`config.mk`:
```
export PLATFORM = sky130hd
export DESIGN_NAME = row_cfg_loader
export DESIGN_NICKNAME = d
export VERILOG_FILES = /design/src/rtl/row_cfg_loader.sv
export SDC_FILE = /design/constraint.sdc
export NUM_CORES = 1
export LEC_CHECK = 0
export BUFFER_PORTS_ARGS = -buffer_cell sky130_fd_sc_hd__buf_2
export CAP_MARGIN = 40
export CORE_MARGIN = 8
export CORE_UTILIZATION = 53
export CTS_CLUSTER_SIZE = 28
export DETAILED_ROUTE_END_ITERATION = 10
export HOLD_SLACK_MARGIN = 0.12
export PLACE_DENSITY = 0.82
export SLEW_MARGIN = 20
export SYNTH_ARGS = -nofsm -noshare
export SYNTH_HDL_FRONTEND = slang
export SYNTH_SLANG_ARGS = --single-unit
export TNS_END_PERCENT = 20
```
`constraint.sdc`:
```
create_clock -name clk -period 3.24 [get_ports clk]
set_input_delay 0.486 -clock clk [delete_from_list [all_inputs] [get_ports clk]]
set_output_delay 0.486 -clock clk [all_outputs]
set_load 0.01 [all_outputs]
```
`src/rtl/row_cfg_loader.sv`:
```
// row_cfg_loader: fetches the five configuration words of one processing row
// (LSU, PE_0..PE_3) from config memory, broadcasts each one with a one-hot
// target strobe, then holds the row in execution for run_len cycles.
//
// Ports
//   clk, rst            clock, synchronous active-low reset
//   start, halt         launch request (IDLE only) / abort request (non-IDLE)
//   cfg_base, run_len   first config word address and run length, taken with start
//   cfg_rreq, cfg_raddr one-cycle memory read strobe and its address
//   cfg_rdata, cfg_rvalid  memory read data and its qualifier (latency >= 1)
//   PE_config           config word broadcast to the row
//   init_sel, init_en   one-hot target (bit4 LSU .. bit0 PE_3) and write strobe
//   run, busy           row execute enable, controller not idle
//   done, aborted       one-cycle completion pulses (normal / by halt)

`ifndef PE_inst
`define PE_inst 32
`endif

module row_cfg_loader #(
  parameter int unsigned ADDR_W = 16,
  parameter int unsigned CFG_W  = `PE_inst,
  parameter int unsigned N_TGT  = 5
) (
  input  logic              clk,
  input  logic              rst,
  input  logic              start,
  input  logic              halt,
  input  logic [ADDR_W-1:0] cfg_base,
  input  logic [15:0]       run_len,
  input  logic [CFG_W-1:0]  cfg_rdata,
  input  logic              cfg_rvalid,
  output logic              cfg_rreq,
  output logic [ADDR_W-1:0] cfg_raddr,
  output logic [CFG_W-1:0]  PE_config,
  output logic [N_TGT-1:0]  init_sel,
  output logic              init_en,
  output logic              run,
  output logic              busy,
  output logic              done,
  output logic              aborted
);

  localparam int unsigned IDX_W = 3;
  localparam int unsigned RUN_W = 16;
  localparam logic [IDX_W-1:0] LAST_IDX = IDX_W'(N_TGT - 1);

  typedef enum logic [2:0] {
    S_IDLE,
    S_REQ,
    S_WAIT,
    S_LOAD,
    S_RUN,
    S_DONE
  } state_t;

  state_t             state;
  logic [ADDR_W-1:0]  base_q;
  logic [RUN_W-1:0]   run_len_q;
  logic [RUN_W-1:0]   run_cnt;
  logic [IDX_W-1:0]   idx;
  // A read was in flight when halt hit; its response must be swallowed.
  logic               stale;

  logic [IDX_W-1:0]   idx_nxt_c;
  logic [N_TGT-1:0]   sel_c;
  logic               fresh_rvalid_c;

  // Target select walks from the MSB (LSU) down to the LSB (PE_3).
  assign idx_nxt_c      = idx + IDX_W'(1);
  assign sel_c          = {1'b1, {(N_TGT-1){1'b0}}} >> idx;
  assign fresh_rvalid_c = cfg_rvalid && !stale;

  // Controller state and all registered outputs.
  always_ff @(posedge clk) begin
    if (!rst) begin
      state     <= S_IDLE;
      base_q    <= '0;
      run_len_q <= '0;
      run_cnt   <= '0;
      idx       <= '0;
      stale     <= 1'b0;
      cfg_rreq  <= 1'b0;
      cfg_raddr <= '0;
      PE_config <= '0;
      init_sel  <= '0;
      init_en   <= 1'b0;
      run       <= 1'b0;
      busy      <= 1'b0;
      done      <= 1'b0;
      aborted   <= 1'b0;
    end else begin
      // Pulse outputs default low; init_sel is only non-zero alongside init_en.
      cfg_rreq <= 1'b0;
      init_en  <= 1'b0;
      init_sel <= '0;
      done     <= 1'b0;
      aborted  <= 1'b0;

      if (stale && cfg_rvalid) begin
        stale <= 1'b0;
      end

      if (halt && (state != S_IDLE)) begin
        // Abort wins over every other event in the same cycle.
        state   <= S_IDLE;
        run     <= 1'b0;
        busy    <= 1'b0;
        idx     <= '0;
        run_cnt <= '0;
        aborted <= 1'b1;
        stale   <= (state == S_REQ) || ((state == S_WAIT) && !fresh_rvalid_c);
      end else begin
        case (state)
          S_IDLE: begin
            if (start) begin
              base_q    <= cfg_base;
              run_len_q <= run_len;
              idx       <= '0;
              cfg_rreq  <= 1'b1;
              cfg_raddr <= cfg_base;
              busy      <= 1'b1;
              state     <= S_REQ;
            end
          end

          S_REQ: begin
            state <= S_WAIT;
          end

          S_WAIT: begin
            if (fresh_rvalid_c) begin
              PE_config <= cfg_rdata;
              init_sel  <= sel_c;
              init_en   <= 1'b1;
              state     <= S_LOAD;
            end
          end

          S_LOAD: begin
            if (idx != LAST_IDX) begin
              // Address arithmetic wraps modulo 2^ADDR_W.
              idx       <= idx_nxt_c;
              cfg_rreq  <= 1'b1;
              cfg_raddr <= base_q + ADDR_W'(idx_nxt_c);
              state     <= S_REQ;
            end else if (run_len_q == '0) begin
              done  <= 1'b1;
              state <= S_DONE;
            end else begin
              // run_cnt counts run-high cycles, this entry cycle being the first.
              run     <= 1'b1;
              run_cnt <= RUN_W'(1);
              state   <= S_RUN;
            end
          end

          S_RUN: begin
            if (run_cnt == run_len_q) begin
              run     <= 1'b0;
              run_cnt <= '0;
              done    <= 1'b1;
              state   <= S_DONE;
            end else begin
              run_cnt <= run_cnt + RUN_W'(1);
            end
          end

          S_DONE: begin
            busy  <= 1'b0;
            idx   <= '0;
            state <= S_IDLE;
          end

          default: begin
            run   <= 1'b0;
            busy  <= 1'b0;
            state <= S_IDLE;
          end
        endcase
      end
    end
  end

endmodule

```
==> results of run 1 <==
## kinds of logic after synthesis
| kind of cell | after synthesis | synth area share, % |
|---|---|---|
| xor gates and xnor gates | 32 | 5.565 |
| AOI/OAI and AO/OA | 151 | 17.34 |
| DFF | 114 | 45.32 |
| adders and majority gates | 7 | 1.888 |
| buffers and inverters | 49 | 3.801 |
| muxes | 6 | 1.193 |
| and+or+nand+nor | 269 | 24.89 |
## synth_stat cells (all sizes together) (4+ instances only)
master	instances	area, um2
nand3	22	110.1
xor2	24	210.2
or3	6	37.54
o211ai	5	37.54
o21ai	22	110.1
xnor2	8	70.07
nor3	7	35.03
or4	4	33.78
nand4	8	65.06
mux2i	6	60.06
nor4	15	93.84
o31ai	7	52.55
buf	9	41.29
nand2	150	565.6
and2	6	37.54
ha	6	75.07
clkbuf	28	105.1
nor2	30	115.1
inv	11	41.29
a21oi	92	460.4
dfxtp	114	2282
## power groups by stage
stage	clock network [mW]	registers (mW)	logic [mW]
2_1_floorplan	0	1.60	0.314
3_3_place_gp	0	1.60	0.479
3_5_place_dp	0	1.61	0.495
4_1_cts	1.79	1.58	0.504
5_1_grt	1.85	1.60	0.556
6_report	1.77	1.58	0.504
## state kept, by name (all words and copies together) (netlist names)
name and count:
init_en 1, state 3, cfg_raddr 16, idx 3
aborted 1, base_q 16, cfg_rreq 1, run_cnt 16
busy 1, stale 1, init_sel 5, PE_config 32
done 1, run 1, run_len_q 16
## cell type report
type	count	share of cell area, %
sequential	114	36.07
clock inverter	15	2.393
tap	129	2.551
timing repair buffer	134	10.99
multi-input combinational	465	40.74
clock buffer	17	6.545
inverter	12	0.7119
## path summary, 6_finish.rpt
path / from / to / slack (ns) / cells after the start
hold / removal: cfg_rdata[18] / PE_config[18]$_SDFFE_PN0P_ / 0.20 / 3
setup reg to reg: idx[0]$_SDFFE_PP0P_ / cfg_raddr[9]$_SDFFE_PN0P_ / 0.51 / 8
setup / recovery: idx[0]$_SDFFE_PP0P_ / cfg_raddr[9]$_SDFFE_PN0P_ / 0.51 / 8
hold reg to reg: PE_config[13]$_SDFFE_PN0P_ / PE_config[13]$_SDFFE_PN0P_ / 0.45 / 2
## routing by layer
metal	vias to the layer above	global-route usage (%)	part of all wire, %
li1	2417	-	-
met1	2346	26.11	41
met2	211	35.78	48
met3	35	6.550	8.0
met4	0	10.48	2.7
met5	-	0	0
## critical path: cells and delay by family, from the launching register on
kind / cells / cell delay [ns]
adders and majority gates: 2 / 0.56
AOI/OAI and AO/OA: 4 / 1.24
xor gates and xnor gates: 2 / 0.43
DFF: 1 / 0.40
==> results.cfg, run 1 <==
[run_status]
status = complete, no violations

[placement]
hpwl_um = 9864
place.gp.congestion = 0.9028
placed_cells = 854
place_area_um2 = 5762
place_ws_ns = 0.5738
port_buffers = 127

[floorplan]
core_um2 = 9240
die_h_um = 113.5
start_util_pct = 54.50
die_area_um2 = 12880
rows = 35
io_pins = 128
die_x_um = 113.5

[cts]
post-cts-setup-buffers = 0
htree_levels = 4
cts_sinks = 114
cts_buffers = 17
cts_hold_buf = 0
clockRootBuffer = clkbuf_8
clk_pin_slew_ns = 0.06
clk_path_buf_depth = 2
cts_tree = built
cts_resized = 0
clk_latency_ns = 0.52

[detailed_routing]
wire_per_inst_um = 16.06
wirelength_um = 14230
ant_nets = 0
dr.pass1.iters = 5
vias = 5009
drc_errors = 0
via_per_inst = 5.653
drtIter0Drc = 412

[logic_synthesis]
async_flop_share_pct = 0
netlist_instances = 628
syn_area_per_cell_um2 = 8.019
synth-seq-area-share_pct = 45.32
ys_ff_latch = 114
synth_edf_count = 0
synth.distinct_cells = 56
yosysWarnings = 0
syn_area_um2 = 5036
synth_flop_cell = dfxtp_1
syn-num-nets = 704

[job]
maxCapViolCount = 0

[worst_setup_path]
cp_slowest_cell = a211oi_1
worstPathCellList = ha_1 -> xor2_1 -> ha_1 -> a21oi_1 -> a211oi_1 -> xnor2_1 -> a211oi_1 -> a31o_2
arrival_ns = 3.14
critPathMaxFanout = 7
cp.required_ns = 3.65
slowest_delay_ns = 0.75
crit_type = reg -> reg
crit_path_start_kind = register
cp-end-kind = register

[global_routing]
grt_pass1_vias = 4910
antenna_found_initial = 0
grt_pass1_wl_um = 23250
grt_max_degree = 47
overflow = 0
track_usage_pct = 22.03

[timing]
hold_viol = 0
grt_setup_unrepaired = false
timing.slew.headroom_pct = 43.39
min_period_ns = 2.730
setup_viol = 0
post-route-period-util_pct = 84.26
timing.setup.tns_ns = 0
holdWs_ns = 0.1987
worst_slack_ns = 0.5100
max_freq_mhz = 366.3
maxSlewViolCount = 0
skew_ns = 0.006698
tightest_slew_ns = 0.8441

[power]
p_per_area_nw_per_um2 = 609.8
intPower_mw = 2.730
fin_total_pwr_mw = 3.858
p_leak_nw = 2.655
p_seq_share_pct = 41.0
peakVddDrop_v = 0.0003923
p_sw_share_pct = 29.25
clockPowerShare_pct = 45.9
pwr-share-comb_pct = 13.1
p_switching_mw = 1.128

[finish]
layout_common_cells = nand2_1 (149), buf_2 (127), dfxtp_1 (114)
seqCellArea_um2 = 2282
final_util_pct = 68.48
fin_cells = 886
finalInstanceArea_um2 = 6327
final_layout_size_suffix_gt1_share_pct = 23.38
final_common_cell = nand2_1
multi_input_area_um2 = 2577
areaGrowthSynthToFinish_pct = 25.64
final_nets = 820
num-fill-cells = 746
antenna_cells = 0

[worst_hold_path]
min-delay-path-class = in -> reg
Note: power is estimated with default switching activity, not from simulation.
==> run 2, diff against run 1 <==
--- a/config.mk
+++ b/config.mk
@@ -5,10 +5,11 @@
 export SDC_FILE = /design/constraint.sdc
 export NUM_CORES = 1
 export LEC_CHECK = 0
+export ABC_AREA = 1
 export BUFFER_PORTS_ARGS = -buffer_cell sky130_fd_sc_hd__buf_2
 export CAP_MARGIN = 40
 export CORE_MARGIN = 8
-export CORE_UTILIZATION = 53
+export CORE_UTILIZATION = 54
 export CTS_CLUSTER_SIZE = 28
 export DETAILED_ROUTE_END_ITERATION = 10
 export HOLD_SLACK_MARGIN = 0.12
==> constraint.sdc (replaced) <==
create_clock -name clk -period 2.8 [get_ports clk]
set_input_delay 0.42 -clock clk [delete_from_list [all_inputs] [get_ports clk]]
set_output_delay 0.42 -clock clk [all_outputs]
set_load 0.01 [all_outputs]
==> run 2 against run 1 <==
Compared with the run above:
- power increased by 30%
- combinational power up 60%
- sequential share of layout area is 2.0 points lower
- clock skew down 0.0011 ns
- sequential power rose by 19%
- synthesized area rose by 6.3%
- die area increased by 3.7%
- cell area up 5.8%
- sequential cell count stayed put
- critical path depth up 4
- cell count is 19% higher
- hold slack got worse by 0.043 ns
- largest cell class unchanged
==> results.cfg, run 2 <==
[floorplan]
die_x_um = 115.6
rows = 36
start_util_pct = 55.28
die_area_um2 = 13360
core_um2 = 9684
io_pins = 128
die_h_um = 115.6

[worst_setup_path]
critPathMaxFanout = 6
startpoint = idx[0]$_SDFFE_PP0P_
cp_slowest_cell = fa_1
arrival_ns = 2.77
crit_path_start_kind = register
cp.required_ns = 3.20
slowest_delay_ns = 0.41
cpMostUsedCell = inv_1
crit_type = reg -> reg
cp-end-kind = register
worstPathCellList = inv_1 -> ha_1 -> inv_1 -> fa_1 -> inv_1 -> nand2_1 -> a21oi_1 -> nand3_1 -> nor2_1 -> nand2_1 -> nand3_1 -> a21oi_1
rr_startpoint = idx[0]$_SDFFE_PP0P_

[finish]
regMostFlops = PE_config
final_common_cell = nand2_1
num-fill-cells = 859
layout_common_cells = nand2_1 (171), buf_2 (127), nor2_1 (122)
final_nets = 982
antenna_cells = 0
final_layout_size_suffix_gt1_share_pct = 20.13
areaGrowthSynthToFinish_pct = 25.05
largest_register_ffs = 32
fin_cells = 1052
final_util_pct = 69.13

[global_routing]
grt_pass1_wl_um = 23730
grt_max_degree = 70
grt_pass1_vias = 5139
antenna_found_initial = 0
overflow = 0
track_usage_pct = 22.16

[power]
p_per_area_nw_per_um2 = 747.3
peakVddDrop_v = 0.0004844
p_leak_nw = 3.050

[placement]
place.gp.congestion = 0.8440
placed_cells = 1020
hpwl_um = 10230
port_buffers = 127

[timing]
timing.setup.tns_ns = 0
hold_viol = 0
timing.slew.headroom_pct = 58.90
post-route-period-util_pct = 84.64
tightest_slew_ns = 0.6158
setup_viol = 0
grt_setup_unrepaired = false
skew_ns = 0.005632
holdWs_ns = 0.1561
max_freq_mhz = 421.9
min_period_ns = 2.370
maxSlewViolCount = 0

[cts]
clk_pin_slew_ns = 0.06
htree_levels = 4
post-cts-setup-buffers = 0
cts_resized = 0
clockRootBuffer = clkbuf_8
clk_latency_ns = 0.51
cts_hold_buf = 0
clk_path_buf_depth = 2
cts_buffers = 17
cts_tree = built
cts_sinks = 114

[logic_synthesis]
syn-num-nets = 863
syn_area_um2 = 5354
yosysWarnings = 0
synth-seq-area-share_pct = 42.63
synth_most_common_cell = nand2_1
netlist_instances = 787
ys_ff_latch = 114
synth_top_cells_by_count = nand2_1 (172), nor2_1 (122), dfxtp_1 (114)
async_flop_share_pct = 0
synth.largest_area_cell = dfxtp_1
synth_edf_count = 0
yosysTopAreaCellShare_pct = 42.63
synth.distinct_cells = 32
synthTopCellsByArea = dfxtp_1 (43%), nand2_1 (12%), nor2_1 (8.6%)
synth_flop_cell = dfxtp_1
syn_area_per_cell_um2 = 6.803

[worst_hold_path]
hold_start = cfg_rdata[14]
min-delay-path-class = in -> reg

[run_status]
status = complete, no violations

[detailed_routing]
drtIter0Drc = 461
via_per_inst = 5.198
wire_per_inst_um = 13.92
dr.pass1.iters = 5
wirelength_um = 14640
vias = 5468
ant_nets = 0
drc_errors = 0

[job]
maxCapViolCount = 0
run 2: final cells by class:
| type | instances | area (um2) | area share [%] |
|---|---|---|---|
| Clock buffer | 19 | 431.7 | 6.447 |
| Clock inverter | 13 | 206.4 | 3.084 |
| Inverter | 81 | 306.5 | 4.579 |
| Multi-Input combinational cell | 559 | 2609 | 38.96 |
| Sequential cell | 114 | 2282 | 34.09 |
| Tap cell | 133 | 166.4 | 2.486 |
| Timing Repair Buffer | 133 | 693.2 | 10.35 |
run 2: power breakdown:
group / internal, mW / switching, mW
Clock: 1.56 / 0.755
Sequential: 1.78 / 0.107
Combinational: 0.288 / 0.517
run 2: worst paths after layout:
| kind | to | slack, ns | cells past startpoint |
|---|---|---|---|
| setup / recovery | cfg_raddr[10]$_SDFFE_PN0P_ | 0.43 | 12 |
| hold / removal | PE_config[14]$_SDFFE_PN0P_ | 0.16 | 3 |
| setup reg to reg | cfg_raddr[10]$_SDFFE_PN0P_ | 0.43 | 12 |
| hold reg to reg | cfg_raddr[5]$_SDFFE_PN0P_ | 0.46 | 2 |
run 2: logic make-up after synthesis:
family,synth area share (%)
AND/OR/NAND/NOR,29.98
AO/OA/AOI/OAI,15.61
buffers and inverters,8.694
flip-flops,42.63
XOR/XNOR,1.309
adder cells (fa/ha/maj),1.776
run 2: metal layers:
metal	vias up	track usage [%]	part of all wire [%]
li1	2790	-	-
met1	2514	24.76	41
met2	141	39.69	53
met3	23	5.680	4.5
met4	0	7.968	1.6
met5	-	0	0
run 2: worst max-delay path, delay by kind of cell (launching register included):
kind | cells | cell delay, ns
AND/OR/NAND/NOR | 5 | 0.53
adder cells (fa/ha/maj) | 2 | 0.75
buffers and inverters | 3 | 0.25
AO/OA/AOI/OAI | 2 | 0.37
flip-flops | 1 | 0.36
run 2: per-stage QoR:
step | instance area [um2] | setup WS (ns) | power (mW)
2_1_floorplan | 5354 | 0.6982 | 2.452
3_3_place_gp | 6057 | 0.5450 | 2.700
3_5_place_dp | 6057 | 0.4529 | 2.712
4_1_cts | 6695 | 0.4310 | 5.027
5_1_grt | 6695 | 0.1911 | 5.236
6_report | 6695 | 0.4300 | 5.003
==> run 3, diff against run 2 <==
==> constraint.sdc (replaced) <==
create_clock -name clk -period 2.45 [get_ports clk]
set_input_delay 0.3675 -clock clk [delete_from_list [all_inputs] [get_ports clk]]
set_output_delay 0.3675 -clock clk [all_outputs]
set_load 0.01 [all_outputs]
==> run 3 against run 2 <==
Compared with the run above:
- sequential share of layout area fell by 1.6 points
- sequential power rose by 14%
- first-iteration DRC count rose by 9.3%
- die area did not move
- wire length rose by 6.2%
- critical endpoint is now cfg_raddr[12]$_SDFFE_PN0P_
- largest power group unchanged
==> results.cfg, run 3 (synthesis results as in run 2) <==
[power]
p_per_area_nw_per_um2 = 803.4
p_sw_share_pct = 28.36
pwr-share-comb_pct = 17.4
p_leak_nw = 3.187
clockPowerShare_pct = 44.5
fin_total_pwr_mw = 5.653
p_switching_mw = 1.603
peakVddDrop_v = 0.0005918
p_seq_share_pct = 38.1
intPower_mw = 4.049

[detailed_routing]
dr.pass1.iters = 7
wirelength_um = 15540
drtIter0Drc = 504
wire_per_inst_um = 14.28
drc_errors = 0
vias = 5695
via_per_inst = 5.234
ant_nets = 0

[timing]
holdWs_ns = 0.1324
timing.slew.headroom_pct = 60.63
timing.setup.tns_ns = 0
post-route-period-util_pct = 93.60
min_period_ns = 2.293
setup_viol = 0
tightest_slew_ns = 0.5906
maxSlewViolCount = 0
hold_viol = 0
grt_setup_unrepaired = false
max_freq_mhz = 436.1
skew_ns = 0.006639

[finish]
finalInstanceArea_um2 = 7036
final_util_pct = 72.65
largest_register_ffs = 32
areaGrowthSynthToFinish_pct = 31.41
final_layout_size_suffix_gt1_share_pct = 19.90
layout_common_cells = nand2_1 (171), buf_2 (127), nor2_1 (121)
final_nets = 1018
final_common_cell = nand2_1
regMostFlops = PE_config
antenna_cells = 0

[worst_setup_path]
ff2ff_setup_slack_ns = 0.16
reg2reg_depth = 13
slowest_delay_ns = 0.40
arrival_ns = 2.67
critPathMaxFanout = 6
crit_family = adder cells
critPathBufInv = 4
crit_path_start_kind = register
worstReg2RegEnd = cfg_raddr[12]$_SDFFE_PN0P_
cp-end-kind = register
cp_slowest_cell = fa_1
cp.required_ns = 2.83
rr_startpoint = idx[0]$_SDFFE_PP0P_
worstPathCellList = inv_1 -> ha_1 -> inv_1 -> fa_1 -> inv_1 -> nand2_1 -> a21oi_2 -> buf_4 -> nand3_1 -> nand2_1 -> nand3_1 -> nand2_1 -> a21oi_1
crit_type = reg -> reg

[worst_hold_path]
hold_start = run_len[10]
hold_path_depth = 3
min-delay-path-class = in -> reg
min_to = run_len_q[10]$_SDFFE_PN0P_

[cts]
cts_tree = built
cts_buffers = 17
htree_levels = 4
clk_pin_slew_ns = 0.06
cts_sinks = 114
clockRootBuffer = clkbuf_8
clk_path_buf_depth = 2
clk_latency_ns = 0.52

[floorplan]
core_um2 = 9684
die_area_um2 = 13360
rows = 36
io_pins = 128
start_util_pct = 55.28
die_x_um = 115.6
die_h_um = 115.6

[job]
maxCapViolCount = 0

[global_routing]
grt_pass1_vias = 5579
antenna_found_initial = 0
grt_max_degree = 70
overflow = 0
grt_pass1_wl_um = 25960
track_usage_pct = 24.21

[placement]
place.gp.congestion = 0.8938
port_buffers = 127
hpwl_um = 10160
place_area_um2 = 6092

[run_status]
status = complete, no violations
[run 3: cell types whose count changed in the layout (fill, tap and decap cells not counted), moves of 2 or more]
cell,previous run,this run
dlygate4sd3_1,0,33
buf_4,5,7
clkinv_4,1,3
inv_6,2,0
[run 3: worst reg2reg max path, cell delays in order (launching register included)]
cell and delay (ns):
dfxtp_1 0.37, inv_1 0.13, ha_1 0.35, inv_1 0.07, fa_1 0.40, inv_1 0.07, nand2_1 0.09, a21oi_2 0.16
buf_4 0.15, nand3_1 0.08, nand2_1 0.08, nand3_1 0.06, nand2_1 0.09, a21oi_1 0.07
[run 3: power groups by stage]
stage | registers, mW | clock network, mW | logic, mW
6_report | 2.15 | 2.51 | 0.984
5_1_grt | 2.18 | 2.63 | 1.11
4_1_cts | 2.15 | 2.53 | 0.979
3_5_place_dp | 2.19 | 0 | 0.928
3_3_place_gp | 2.19 | 0 | 0.915
2_1_floorplan | 2.21 | 0 | 0.592
[run 3: area by class of cell]
class                           count  area [um2]
Tap cell                          133       166.4
Fill cell                         759        2649
Clock inverter                     14       188.9
Sequential cell                   114        2282
Multi-Input combinational cell    559        2615
Timing Repair Buffer              169        1059
Inverter                           81       306.5
Clock buffer                       18       417.9
[run 3: what timing repair did]
| action | in CTS | in global routing |
|---|---|---|
| endpoints found under the setup margin | 0 | 2 |
| setup buffers | 0 | 0 |
| hold buffers | 33 | 0 |
| gates resized for setup | 0 | 2 |
| hold endpoints to repair | 33 | 0 |
[run 3: routing by layer]
metal,up-vias,part of all wire [%],GRT usage [%],wire [um]
met3,43,5.5,5.628,857
met2,189,52,42.21,8068
met5,-,0,0,0
met4,0,3.3,11.47,512
met1,2602,39,27.34,6102
li1,2861,-,-,-
[run 3: metrics by stage]
step	instances	setup slack, ns
2_1_floorplan	787	0.3482
4_1_cts	1088	0.1491
5_1_grt	1088	0.02848
6_report	1088	0.1568
3_5_place_dp	1023	0.1999
3_3_place_gp	1023	0.3215
[run 3: worst max path at each step]
stage                              from                         end  slack [ns]  cells past startpoint
floorplan           idx[0]$_SDFFE_PP0P_  cfg_raddr[10]$_SDFFE_PN0P_        0.35                     11
finish              idx[0]$_SDFFE_PP0P_  cfg_raddr[12]$_SDFFE_PN0P_        0.16                     13
CTS                 idx[0]$_SDFFE_PP0P_  cfg_raddr[12]$_SDFFE_PN0P_        0.15                     13
detailed placement  idx[0]$_SDFFE_PP0P_  cfg_raddr[11]$_SDFFE_PN0P_        0.20                     11
global route        idx[0]$_SDFFE_PP0P_  cfg_raddr[12]$_SDFFE_PN0P_        0.03                     13
global placement    idx[0]$_SDFFE_PP0P_  cfg_raddr[11]$_SDFFE_PN0P_        0.32                     11
